`config.mk`:
```
export PLATFORM = sky130hd
export DESIGN_NAME = seq_alu_flat
export DESIGN_NICKNAME = d
export VERILOG_FILES = /design/src/rtl/seq_alu_if.sv /design/src/rtl/seq_alu.sv /design/src/flat_wrapper.sv
export SDC_FILE = /design/constraint.sdc
export NUM_CORES = 1
export LEC_CHECK = 0
export ABC_AREA = 1
export ABC_CLOCK_PERIOD_IN_PS = 21900
export BUFFER_PORTS_ARGS = -buffer_cell sky130_fd_sc_hd__buf_2
export CAP_MARGIN = 15
export CORE_MARGIN = 3
export CORE_UTILIZATION = 61
export DETAILED_ROUTE_END_ITERATION = 10
export MAX_ROUTING_LAYER = met4
export PLACE_DENSITY = 0.88
export SETUP_SLACK_MARGIN = 0.2
export SLEW_MARGIN = 5
export SYNTH_ARGS = -nofsm -noshare
export SYNTH_HDL_FRONTEND = slang
export SYNTH_SLANG_ARGS = --single-unit
```
`constraint.sdc`:
```
create_clock -name clk -period 21.9 [get_ports clk]
set_input_delay 1.095 -clock clk [delete_from_list [all_inputs] [get_ports clk]]
set_output_delay 1.095 -clock clk [all_outputs]
set_load 0.01 [all_outputs]
```
`src/rtl/seq_alu_if.sv`:
```
// seq_alu_if: request/response bundle between a requester and the
// sequential ALU.
//
// Ports / members:
//   in_valid, op, a, b  - request (driven by master)
//   in_ready            - ALU can accept a request (driven by slave)
//   out_valid, result,
//   carryout, zero,
//   negative, overflow  - response (driven by slave)
//   out_ready           - consumer takes the result (driven by master)
//
// Modports: master is the requester/consumer side, slave is the ALU side.
interface seq_alu_if #(
  parameter int WIDTH = 64
);

  logic             in_valid;
  logic             in_ready;
  logic [2:0]       op;
  logic [WIDTH-1:0] a;
  logic [WIDTH-1:0] b;
  logic             out_valid;
  logic             out_ready;
  logic [WIDTH-1:0] result;
  logic             carryout;
  logic             zero;
  logic             negative;
  logic             overflow;

  // The requester drives the operands and accepts results.
  modport master (
    output in_valid, op, a, b, out_ready,
    input  in_ready, out_valid, result, carryout, zero, negative, overflow
  );

  // The ALU consumes operands and presents results.
  modport slave (
    input  in_valid, op, a, b, out_ready,
    output in_ready, out_valid, result, carryout, zero, negative, overflow
  );

endinterface

```
`src/rtl/seq_alu.sv`:
```
// seq_alu: multi-cycle ALU with a valid/ready request and response.
//
// Ports:
//   clk    - single clock, all state changes on the rising edge
//   reset  - asynchronous, active-high; aborts any operation in flight
//   bus    - seq_alu_if.slave (request, result and flags)
//
// Operations (op): 000 AND, 001 XOR, 010 ADD, 011 SUB, 100 OR,
// 101 SLT (signed), 110 SLL, 111 SRL. Shifts use b[SHW-1:0] as the amount
// and take one cycle per bit; everything else takes a single cycle.
// WIDTH is expected to be a power of two, at least 8.
module seq_alu #(
  parameter int WIDTH = 64
) (
  input logic     clk,
  input logic     reset,
  seq_alu_if.slave bus
);

  localparam int SHW = $clog2(WIDTH);

  typedef enum logic [1:0] {
    IDLE,
    EXEC,
    SHIFT,
    HOLD
  } state_t;

  state_t           state_q;
  logic [2:0]       op_q;
  logic [WIDTH-1:0] a_q;
  logic [WIDTH-1:0] b_q;
  logic [WIDTH-1:0] work_q;
  logic [SHW-1:0]   shiftCnt_q;
  logic [WIDTH-1:0] result_q;
  logic             carry_q;
  logic             zero_q;
  logic             negative_q;
  logic             overflow_q;
  logic             outValid_q;
  logic             inReady_q;

  logic             isSub;
  logic [WIDTH-1:0] bOperand;
  logic [WIDTH:0]   sum;
  logic             addOverflow;
  logic [WIDTH-1:0] aluResult_d;
  logic             aluCarry_d;
  logic             aluOverflow_d;
  logic [WIDTH-1:0] shiftWork_d;
  logic [SHW-1:0]   reqShamt;
  logic             reqIsShift;

  // Request decode straight off the bus: a shift with a non-zero amount
  // goes down the bit-serial path, a zero-amount shift is just a copy of a
  // and goes through the ordinary single-cycle path.
  assign reqShamt   = bus.b[SHW-1:0];
  assign reqIsShift = (bus.op[2:1] == 2'b11);

  // Single-cycle ALU working on the captured operands. SUB and SLT share
  // one adder fed with the inverted b and a carry-in of one, so SLT's
  // sign decision is the true signed comparison even when a-b overflows.
  // Zero-amount shifts are the only shifts that reach EXEC, so they simply
  // return a.
  always_comb begin
    isSub         = (op_q == 3'b011) || (op_q == 3'b101);
    bOperand      = isSub ? ~b_q : b_q;
    sum           = {1'b0, a_q} + {1'b0, bOperand} + {{WIDTH{1'b0}}, isSub};
    addOverflow   = (a_q[WIDTH-1] == bOperand[WIDTH-1]) &&
                    (sum[WIDTH-1] != a_q[WIDTH-1]);
    aluResult_d   = '0;
    aluCarry_d    = 1'b0;
    aluOverflow_d = 1'b0;
    case (op_q)
      3'b000: aluResult_d = a_q & b_q;
      3'b001: aluResult_d = a_q ^ b_q;
      3'b010, 3'b011: begin
        aluResult_d   = sum[WIDTH-1:0];
        aluCarry_d    = sum[WIDTH];
        aluOverflow_d = addOverflow;
      end
      3'b100: aluResult_d = a_q | b_q;
      3'b101: aluResult_d = {{(WIDTH-1){1'b0}}, sum[WIDTH-1] ^ addOverflow};
      default: aluResult_d = a_q;
    endcase
  end

  // One-bit step of the serial shifter; op bit 0 picks right (SRL) over
  // left (SLL), and both fill with zeros.
  always_comb begin
    shiftWork_d = op_q[0] ? (work_q >> 1) : (work_q << 1);
  end

  // Control FSM plus all registered outputs. in_ready is a register that
  // is set whenever the machine sits in IDLE, so it comes up on the first
  // edge after reset and drops on the accept edge. Results and flags are
  // only written when entering HOLD, so they keep their previous values
  // while a new operation runs and stay frozen while the consumer stalls.
  always_ff @(posedge clk or posedge reset) begin
    if (reset) begin
      state_q    <= IDLE;
      op_q       <= '0;
      a_q        <= '0;
      b_q        <= '0;
      work_q     <= '0;
      shiftCnt_q <= '0;
      result_q   <= '0;
      carry_q    <= 1'b0;
      zero_q     <= 1'b0;
      negative_q <= 1'b0;
      overflow_q <= 1'b0;
      outValid_q <= 1'b0;
      inReady_q  <= 1'b0;
    end else begin
      case (state_q)
        IDLE: begin
          inReady_q <= 1'b1;
          if (inReady_q && bus.in_valid) begin
            inReady_q <= 1'b0;
            op_q      <= bus.op;
            a_q       <= bus.a;
            b_q       <= bus.b;
            if (reqIsShift && (reqShamt != '0)) begin
              work_q     <= bus.a;
              shiftCnt_q <= reqShamt;
              state_q    <= SHIFT;
            end else begin
              state_q <= EXEC;
            end
          end
        end
        EXEC: begin
          result_q   <= aluResult_d;
          carry_q    <= aluCarry_d;
          overflow_q <= aluOverflow_d;
          zero_q     <= (aluResult_d == '0);
          negative_q <= aluResult_d[WIDTH-1];
          outValid_q <= 1'b1;
          state_q    <= HOLD;
        end
        SHIFT: begin
          work_q     <= shiftWork_d;
          shiftCnt_q <= shiftCnt_q - SHW'(1);
          if (shiftCnt_q == SHW'(1)) begin
            result_q   <= shiftWork_d;
            carry_q    <= 1'b0;
            overflow_q <= 1'b0;
            zero_q     <= (shiftWork_d == '0);
            negative_q <= shiftWork_d[WIDTH-1];
            outValid_q <= 1'b1;
            state_q    <= HOLD;
          end
        end
        HOLD: begin
          if (bus.out_ready) begin
            outValid_q <= 1'b0;
            inReady_q  <= 1'b1;
            state_q    <= IDLE;
          end
        end
        default: begin
          state_q <= IDLE;
        end
      endcase
    end
  end

  // Outputs come straight from registers.
  assign bus.in_ready  = inReady_q;
  assign bus.out_valid = outValid_q;
  assign bus.result    = result_q;
  assign bus.carryout  = carry_q;
  assign bus.zero      = zero_q;
  assign bus.negative  = negative_q;
  assign bus.overflow  = overflow_q;

endmodule

```
`src/flat_wrapper.sv`:
```
// flat-port wrapper written by rule: the top's interface ports become plain ports
module seq_alu_flat 
#(
  parameter int WIDTH = 64
)
  (clk, reset, bus_in_valid, bus_op, bus_a, bus_b, bus_out_ready, bus_in_ready, bus_out_valid, bus_result, bus_carryout, bus_zero, bus_negative, bus_overflow);
  seq_alu_if #(.WIDTH(WIDTH)) bus_i ();
  input logic clk;
  input logic reset;
  input wire logic [$bits(bus_i.in_valid)-1:0] bus_in_valid;
  input wire logic [$bits(bus_i.op)-1:0] bus_op;
  input wire logic [$bits(bus_i.a)-1:0] bus_a;
  input wire logic [$bits(bus_i.b)-1:0] bus_b;
  input wire logic [$bits(bus_i.out_ready)-1:0] bus_out_ready;
  output wire logic [$bits(bus_i.in_ready)-1:0] bus_in_ready;
  output wire logic [$bits(bus_i.out_valid)-1:0] bus_out_valid;
  output wire logic [$bits(bus_i.result)-1:0] bus_result;
  output wire logic [$bits(bus_i.carryout)-1:0] bus_carryout;
  output wire logic [$bits(bus_i.zero)-1:0] bus_zero;
  output wire logic [$bits(bus_i.negative)-1:0] bus_negative;
  output wire logic [$bits(bus_i.overflow)-1:0] bus_overflow;
  assign bus_i.in_valid = bus_in_valid;
  assign bus_i.op = bus_op;
  assign bus_i.a = bus_a;
  assign bus_i.b = bus_b;
  assign bus_i.out_ready = bus_out_ready;
  assign bus_in_ready = bus_i.in_ready;
  assign bus_out_valid = bus_i.out_valid;
  assign bus_result = bus_i.result;
  assign bus_carryout = bus_i.carryout;
  assign bus_zero = bus_i.zero;
  assign bus_negative = bus_i.negative;
  assign bus_overflow = bus_i.overflow;
  seq_alu #(.WIDTH(WIDTH)) u_core (.clk(clk), .reset(reset), .bus(bus_i));
endmodule
```
# --- Yosys cells after proc, flatten, opt, wreduce, memory -nomap -nowiden ---
# Cells that the tools add are included.
op_classes:
  n_addsub: 3
  n_mul: 0
  div_mod_pow: 0
  order_cmp: 0
  eq_ne: 16
  shift: 0
  mux: 31
  n_bitwise: 5
  n_reduce_logical: 20
ops:
  columns: ["operator", "n"]
  rows:
  - ["2-to-1 mux 64 bit", 5]
  - ["one-hot mux 64 bit (5 select lines)", 1]
  - ["one-hot mux 64 bit (2 select lines)", 2]
  - ["logical NOT 64 bit", 2]
  - ["adder 64 x 64 -> 65 bit", 1]
  - ["adder 65 x 1 -> 65 bit", 1]
  - ["AND 64 bit", 1]
  - ["inverter 64 bit", 1]
  - ["OR 64 bit", 1]
  - ["XOR 64 bit", 1]
  - ["2-to-1 mux 6 bit", 2]
  - ["one-hot mux 6 bit (2 select lines)", 1]
  - ["one-hot mux 1 bit (2 select lines)", 5]
  - ["2-to-1 mux 1 bit", 9]
  - ["AND reduction 3 bit", 3]
  - ["2-to-1 mux 2 bit", 4]
  - ["one-hot mux 2 bit (4 select lines)", 1]
  - ["equality test 2 bit (second input constant)", 3]
  - ["equality test 3 x 2 -> 1 bit (second input constant)", 2]
  - ["equality test 3 bit (second input constant)", 2]
  - ["equality test 6 x 1 -> 1 bit (second input constant)", 1]
  - ["inequality test 2 x 1 -> 1 bit (second input constant)", 3]
  - ["AND reduction 2 bit", 3]
  - ["nonzero test 2 bit", 3]
  - ["15 further kinds", 17]
totals:
  reg_bits: 273
  latchBits: 0
  mem_bits_rw: 0
  romBits: 0
  inputBits: 135
  word_cells: 88
  mem_count: 0

# --- Logic depth before layout (Yosys ltp) ---
# Gate-level depths: netlist of the first run.
depth:
  depth_word: 11
  ltp_mapped: 31

# --- Worst setup path after synthesis of the first run ---
# No wires, ideal clock.
synth_timing:
  path_kind: "reg-to-reg"
  startpoint: "reg u_core.op_q[1]"
  endpoint: "reg u_core.zero_q, in the netlist u_core.bus.zero"
  setup_time_ns: 0.077
  arrival_ns: 3.295
  setup_slack_ns: 18.528
  stages_incl_launch_ff: 28
  n_path_buf: 2
  period_less_slack_ns: 3.372
  cell_sequence: "dfrtp_1 -> inv_2 -> nand2_2 -> nand3_2 -> buf_6 -> clkbuf_1 -> xor2_1 -> ha_1 -> nand2_1 -> inv_1 -> nand2_1 -> nand2_1 -> a21oi_1 -> nand2_1 -> nand2_1 -> nand3_1 -> or2_2 -> nand3_1 -> nand2_1 -> nand2_1 -> nand2_1 -> inv_1 -> nand2_1 -> nor2_1 -> nand4_1 -> nor2_1 -> nand2_1 -> a21oi_1"
synth_via:
  elab_chain_len: 11
  elab_cells_between_ends: 18
  cone_classes: "add/sub (2); eq/ne (7); mux (3); bitwise (1); reduce/logical (5)"
synth_rtl:
  columns: ["element", "line", "source"]
  rows:
  - ["start, declared", "seq_alu.sv:30", "logic [2:0] op_q;"]
  - ["start signal, assigned", "seq_alu.sv:120", "op_q <= bus.op;"]
  - ["equality test 3 x 2 -> 1 bit or equality test 3 bit (tied branches)", "seq_alu.sv:66, seq_alu.sv:74", null]
  - ["logical OR 1 bit", "seq_alu.sv:66", "isSub = (op_q == 3'b011) || (op_q == 3'b101);"]
  - ["2-to-1 mux 64 bit", "seq_alu.sv:67", "bOperand = isSub ? ~b_q : b_q;"]
  - ["adder 64 x 64 -> 65 bit", "seq_alu.sv:68", "sum = {1'b0, a_q} + {1'b0, bOperand} + {{WIDTH{1'b0}}, isSub};"]
  - ["adder 65 x 1 -> 65 bit", "seq_alu.sv:68", null]
  - ["inequality test 1 bit", "seq_alu.sv:70", "(sum[WIDTH-1] != a_q[WIDTH-1]);"]
  - ["logical AND 1 bit", "seq_alu.sv:69", "addOverflow = (a_q[WIDTH-1] == bOperand[WIDTH-1]) &&"]
  - ["XOR 1 bit", "seq_alu.sv:83", "3'b101: aluResult_d = {{(WIDTH-1){1'b0}}, sum[WIDTH-1] ^ addOverflow};"]
  - ["one-hot mux 64 bit (5 select lines) *", "seq_alu.sv:74", "case (op_q)"]
  - ["logical NOT 64 bit *", "seq_alu.sv:136", "zero_q <= (aluResult_d == '0);"]
  - ["one-hot mux 1 bit (2 select lines) *", "seq_alu.sv:115", "case (state_q)"]
  - ["end signal, assigned", "seq_alu.sv:136", null]
  - ["end signal, assigned", "seq_alu.sv:148", "zero_q <= (shiftWork_d == '0);"]
  - ["end, declared", "seq_alu.sv:37", "logic zero_q;"]
# Mark *: on every way between the ends. The rest lies on a longest branch, timed or not.
# A chain may end at the register's enable or synchronous reset.

# --- Final worst setup path of the first run ---
# Same ends and word-level chain as after synthesis.

==> results of run 1 <==
path summary, 6_finish.rpt:
| path | start | to | cells past startpoint |
|---|---|---|---|
| hold reg to reg | u_core.bus.out_valid | u_core.bus.out_valid | 1 |
| hold / removal | u_core.bus.out_valid | u_core.bus.out_valid | 1 |
| setup / recovery | u_core.op_q[1] | u_core.bus.zero | 24 |
| max in group asynchronous | reset | u_core.a_q[43] | 3 |
| min in group asynchronous | reset | u_core.bus.result[6] | 2 |
| setup reg to reg | u_core.op_q[1] | u_core.bus.zero | 24 |
flip-flops by register name, indices dropped and copies added, names as in the netlist:
name and flops:
u_core.bus.zero 1, u_core.bus.in_ready 1, u_core.op_q 3, u_core.bus.result 64
u_core.bus.carryout 1, u_core.b_q 64, u_core.bus.out_valid 1, u_core.shiftCnt_q 6
u_core.a_q 64, u_core.work_q 64, u_core.state_q 2, u_core.bus.overflow 1
critical path, stage by stage, from the launching register on:
cell and delay (ns):
dfrtp_1 0.38, buf_4 0.26, inv_2 0.17, nand2_2 0.14, nand3_4 0.31, buf_4 0.71, xor2_1 0.21, ha_1 0.41
nand2_1 0.12, inv_1 0.05, a21oi_1 0.23, nand2_1 0.14, a21oi_1 0.14, nand2_1 0.15, xnor2_1 0.33, o21ai_0 0.17
nand2_1 0.16, nand2_1 0.07, inv_1 0.05, nand2_1 0.05, nor2_1 0.18, nand4_1 0.18, nor2_1 0.18, nand2_1 0.07
a21oi_1 0.11
metrics by stage:
step | hold slack, ns | area, µm²
after CTS | 0.5056 | 24670
after global routing | 0.5414 | 24670
after floorplan | 0.4530 | 22330
after global placement | 0.4766 | 23610
after detailed placement | 0.4886 | 23610
final | 0.5079 | 24670
synth_stat cells, drive strengths merged (2+ instances only):
cell type / count
a22o: 2
and2: 2
a32o: 2
mux2i: 15
inv: 425
o21bai: 10
nand4: 30
clkbuf: 109
or2: 64
nand3b: 28
o211ai: 3
a221oi: 27
a22oi: 2
ha: 211
nor3: 21
a21oi: 109
dfrtp: 272
buf: 29
a31oi: 115
nand2: 928
nand3: 156
o21a: 4
nor2: 323
o2111a: 2
o21ai: 312
xnor2: 2
a211oi: 26
xor2: 63
nor4: 8
area by class of cell:
cell class / instances / area share, %
Sequential cell: 272 / 27.61
Tap cell: 461 / 2.338
Inverter: 426 / 6.523
Timing Repair Buffer: 222 / 4.737
Clock buffer: 39 / 3.469
Multi-Input combinational cell: 2474 / 54.48
Clock inverter: 17 / 0.8420
cells by family (layout without fill, tap and decap cells):
kind of cell / after synthesis / in the layout / synth area share (%)
mux: 15 / 15 / 0.6723
buf+inv: 564 / 704 / 9.603
simple gates: 1562 / 1562 / 29.07
compound gates: 620 / 620 / 15.72
flops: 272 / 272 / 30.48
fa+ha+maj: 212 / 212 / 11.91
xor+xnor: 65 / 65 / 2.549
layer usage:
metal  vias up  routed length, µm  global-route usage (%)
met5         -                  0                       -
met4         0               7592                   31.02
met3       351               6813                   4.332
met2      1362              36020                   65.11
met1     10740              30340                   50.34
li1      10990                  -                       -
==> flow_summary.ini, run 1 <==
[synth]
syn_area_per_cell_um2 = 6.747
synth_top_flop_cell = dfrtp_1
synthCells = 3310
synth_edf_count = 0
synth_top_area_cell = dfrtp_1
ys_warn_count = 0
syn_nets = 3657
synth.top_cell.area_share_pct = 30.48
ys_async_sr_fraction_pct = 100.0
yosysUniqueCellTypes = 46
ys_ff_latch = 272
synth_area_leaders = dfrtp_1 30%, nand2_1 15%, ha_1 12%
syn-cell-area_mm2 = 0.02233
ys_seq_area_share_pct = 30.48

[final_layout]
fin_cells = 3911
areaGrowthSynthToFinish_pct = 10.46
fillCellCount = 3177
final_util_pct = 68.85
final_common_cell = nand2_1
num-nets-final = 3774
final_cell_mix = 919 x nand2_1, 422 x inv_1, 318 x nor2_1
drive_gt1_share_pct = 10.49
multi_input_area_mm2 = 0.01344
regArea_mm2 = 0.006810
diodes = 0

[timing]
setup_tns_ns = 0
relSlewSlack_pct = 29.85
slew_violations = 0
setup_viol_count_final = 0
tightestPinTransition_ns = 1.052
rsz0062_at_grt = false
fmax_mhz = 195.8
min_period_ns = 5.108
finalHoldViolations = 0
fin_skew_ns = 0.01933
finalCritPeriodShare_pct = 23.33
postLayoutSetupSlackWorst_ns = 16.79

[cts]
clock_latency_ns = 0.60
cts_max_path_buffers = 3
cts_root_buffer = clkbuf_16
cts_setup_buffers = 0
path_clk_slew_ns = 0.06
htree_levels = 1
cts_sinks = 272
ctsResizeCount = 0
cts_tree = yes
cts-buffers-inserted = 31
cts_hold_buf = 0

[grt]
grt_pass1_vias = 21730
grt_pass1_wl_um = 122500
grt_usage_pct = 41.75
grt_start_max_net_pins = 168
antenna_found_initial = 0
overflow = 0

[floorplanning]
die_w_um = 197.3
row_count = 69
start_util_pct = 62.33
die-area_mm2 = 0.03894
ios = 205
die-height_um = 197.3
core_mm2 = 0.03583

[routing]
drcViolationCount = 0
drt_iter0_markers = 2615
via_per_inst = 5.995
drt-total-wl_um = 80770
firstDrtPassIters = 8
wire_per_inst_um = 20.65
vias = 23450
antenna_left = 0

[status]
status = finished clean

[worst_hold_path]
min_path_type = flop to flop

[placement]
place_hpwl_um = 61580
dp_slack_ns = 16.96
dp_cells = 3855
gp_congestion = 1.077
port_buffers = 204

[worst_setup_path]
cp_max_fo = 43
required_ns = 22.42
crit_type = flop to flop
r2r_setup_slack_ns = 16.79
start_kind = flop
worst_ep_arrival_time_ns = 5.63
end_kind = flop

[job]
max_cap_viol_count = 0
Power of run 1 is left out: the tool's default activity adds up to more than one toggle a clock period on the data nets, which glitch-free logic cannot reach.
==> inputs of run 2 (changes only) <==
--- a/config.mk
+++ b/config.mk
@@ -6,7 +6,7 @@
 export NUM_CORES = 1
 export LEC_CHECK = 0
 export ABC_AREA = 1
-export ABC_CLOCK_PERIOD_IN_PS = 21900
+export ABC_CLOCK_PERIOD_IN_PS = 5200
 export BUFFER_PORTS_ARGS = -buffer_cell sky130_fd_sc_hd__buf_2
 export CAP_MARGIN = 15
 export CORE_MARGIN = 3
==> constraint.sdc (replaced) <==
create_clock -name clk -period 5.2 [get_ports clk]
set_input_delay 0.26 -clock clk [delete_from_list [all_inputs] [get_ports clk]]
set_output_delay 0.26 -clock clk [all_outputs]
set_load 0.01 [all_outputs]
==> run 2 against run 1 <==
Compared with the run above: first-iteration DRC count up 6.2%; clock-buffer cell count up 6; register-to-register slack worse by 16 ns; largest cell class unchanged; critical path depth up 3; final area up 5.5%; wire length up 10%; cell count up 3.5%; flip-flop and latch count unchanged; maximum frequency up 8.3%; non-clock buffer count up 135; hold slack worse by 0.49 ns; critical endpoint unchanged.
==> flow_summary.ini, run 2 (synthesis gave the netlist of run 1 again) <==
[timing]
tightestPinTransition_ns = 1.257
min_period_ns = 4.718
finalCritPeriodShare_pct = 90.73
fin_skew_ns = 0.01406
setup_tns_ns = 0
slew_violations = 0
rsz0062_at_grt = false
relSlewSlack_pct = 15.34
finalHoldViolations = 0
fmax_mhz = 212.0
setup_viol_count_final = 0

[worst_setup_path]
crit_slowest_cell = dfrtp_1
timing.rr.start = u_core.op_q[1]
crit_buf_inv = 3
worst_ep_arrival_time_ns = 5.23
start_kind = flop
crit_type = flop to flop
crit_start = u_core.op_q[1]
cp_max_fo = 57
crit_family = simple AND/OR/NAND/NOR gates
cpPeakStageDelay_ns = 0.54
path_common_cell = nand2_1
required_ns = 5.71
end_kind = flop

[grt]
grt_pass1_vias = 23910
grt_pass1_wl_um = 135700
grt_usage_pct = 46.29
antenna_found_initial = 2
overflow = 0
grt_start_max_net_pins = 182

[cts]
cts_max_path_buffers = 3
cts_root_buffer = clkbuf_16
clock_latency_ns = 0.59
cts_sinks = 272
cts-buffers-inserted = 31
htree_levels = 1
cts_tree = yes
path_clk_slew_ns = 0.06

[final_layout]
final_common_cell = nand2_1
areaGrowthSynthToFinish_pct = 16.58
drive_gt1_share_pct = 10.24
design_area_mm2 = 0.02604
final_cell_mix = 919 x nand2_1, 422 x inv_1, 318 x nor2_1
fillCellCount = 2861
num-nets-final = 3909

[routing]
firstDrtPassIters = 7
vias = 24750
drcViolationCount = 0
antenna_left = 0
via_per_inst = 6.117
wire_per_inst_um = 22.00
drt_iter0_markers = 2777
drt-total-wl_um = 89030

[floorplanning]
core_mm2 = 0.03583
row_count = 69
ios = 205
die_w_um = 197.3
start_util_pct = 62.33
die-area_mm2 = 0.03894
die-height_um = 197.3

[placement]
gp_congestion = 1.086
port_buffers = 204
dpl-instance-area_mm2 = 0.02375
place_hpwl_um = 62260

[job]
max_cap_viol_count = 0

[worst_hold_path]
min_path_type = input port to flop
min_from = bus_a[13]

[status]
status = finished clean
run 2: changes by cell type in the layout (fill, tap and decap cells not counted), moves of 2 or more:
cell,change
dlygate4sd3_1,+127
buf_12,+7
clkbuf_8,+4
bufinv_16,-3
clkinv_4,+3
inv_6,-3
clkbuf_1,+2
clkinv_2,-2
clkinvlp_4,-2
diode_2,+2
run 2: worst register-to-register path, delay by kind of cell, from the launching register on:
family | cells | cell delay (ns)
AND/OR/NAND/NOR | 22 | 2.91
buffers and inverters | 3 | 0.66
flip-flops | 1 | 0.54
adder cells (fa/ha/maj) | 1 | 0.41
AO/OA/AOI/OAI | 1 | 0.11
run 2: metrics by stage:
step / hold slack [ns] / std cells / setup WS, ns / utilization [%]
final: 0.01919 / 4046 / 0.4821 / 72.67
after global routing: 0.006100 / 4046 / 0.2456 / 72.67
after CTS: 0.0008773 / 4044 / 0.5113 / 72.63
after detailed placement: 0.3405 / 3863 / 0.5553 / 66.29
after global placement: 0.3355 / 3863 / 0.5564 / 66.29
after floorplan: 0.3810 / 3310 / 1.345 / -
run 2: repair_timing:
item,4_1_cts,5_1_grt
setup endpoints to repair,0,1
resized for setup,0,2
buffers inserted,0,0
hold buffers,127,0
endpoints found under the hold margin,182,0
run 2: worst paths after layout:
kind,to,slack [ns],depth (start not counted)
max,u_core.bus.zero,0.48,27
min,u_core.work_q[13],0.02,3
max reg2reg,u_core.bus.zero,0.48,27
min reg2reg,u_core.bus.out_valid,0.49,1
max in group asynchronous,u_core.b_q[33],3.49,4
min in group asynchronous,u_core.bus.result[22],0.28,3
run 2: per-layer routing:
metal,vias up,global-route usage (%),part of all wire (%)
met5,-,-,0
met4,0,39.26,11
met3,559,7.522,9.0
met2,1725,70.71,44
met1,11210,53.30,36
li1,11250,-,-
run 2: cell type report:
cell class / count / area [µm²] / share of cell area (%)
well taps: 461 / 576.8 / 2.215
repair buffers: 357 / 2591 / 9.952
diodes: 2 / 5.005 / 0.01922
flip-flops and latches: 272 / 6810 / 26.16
multi-input cells: 2474 / 13440 / 51.64
clock inverters: 9 / 85.08 / 0.3268
clock buffers: 45 / 918.4 / 3.527
inverters: 426 / 1605 / 6.166
Power of run 2 is left out for the same reason.
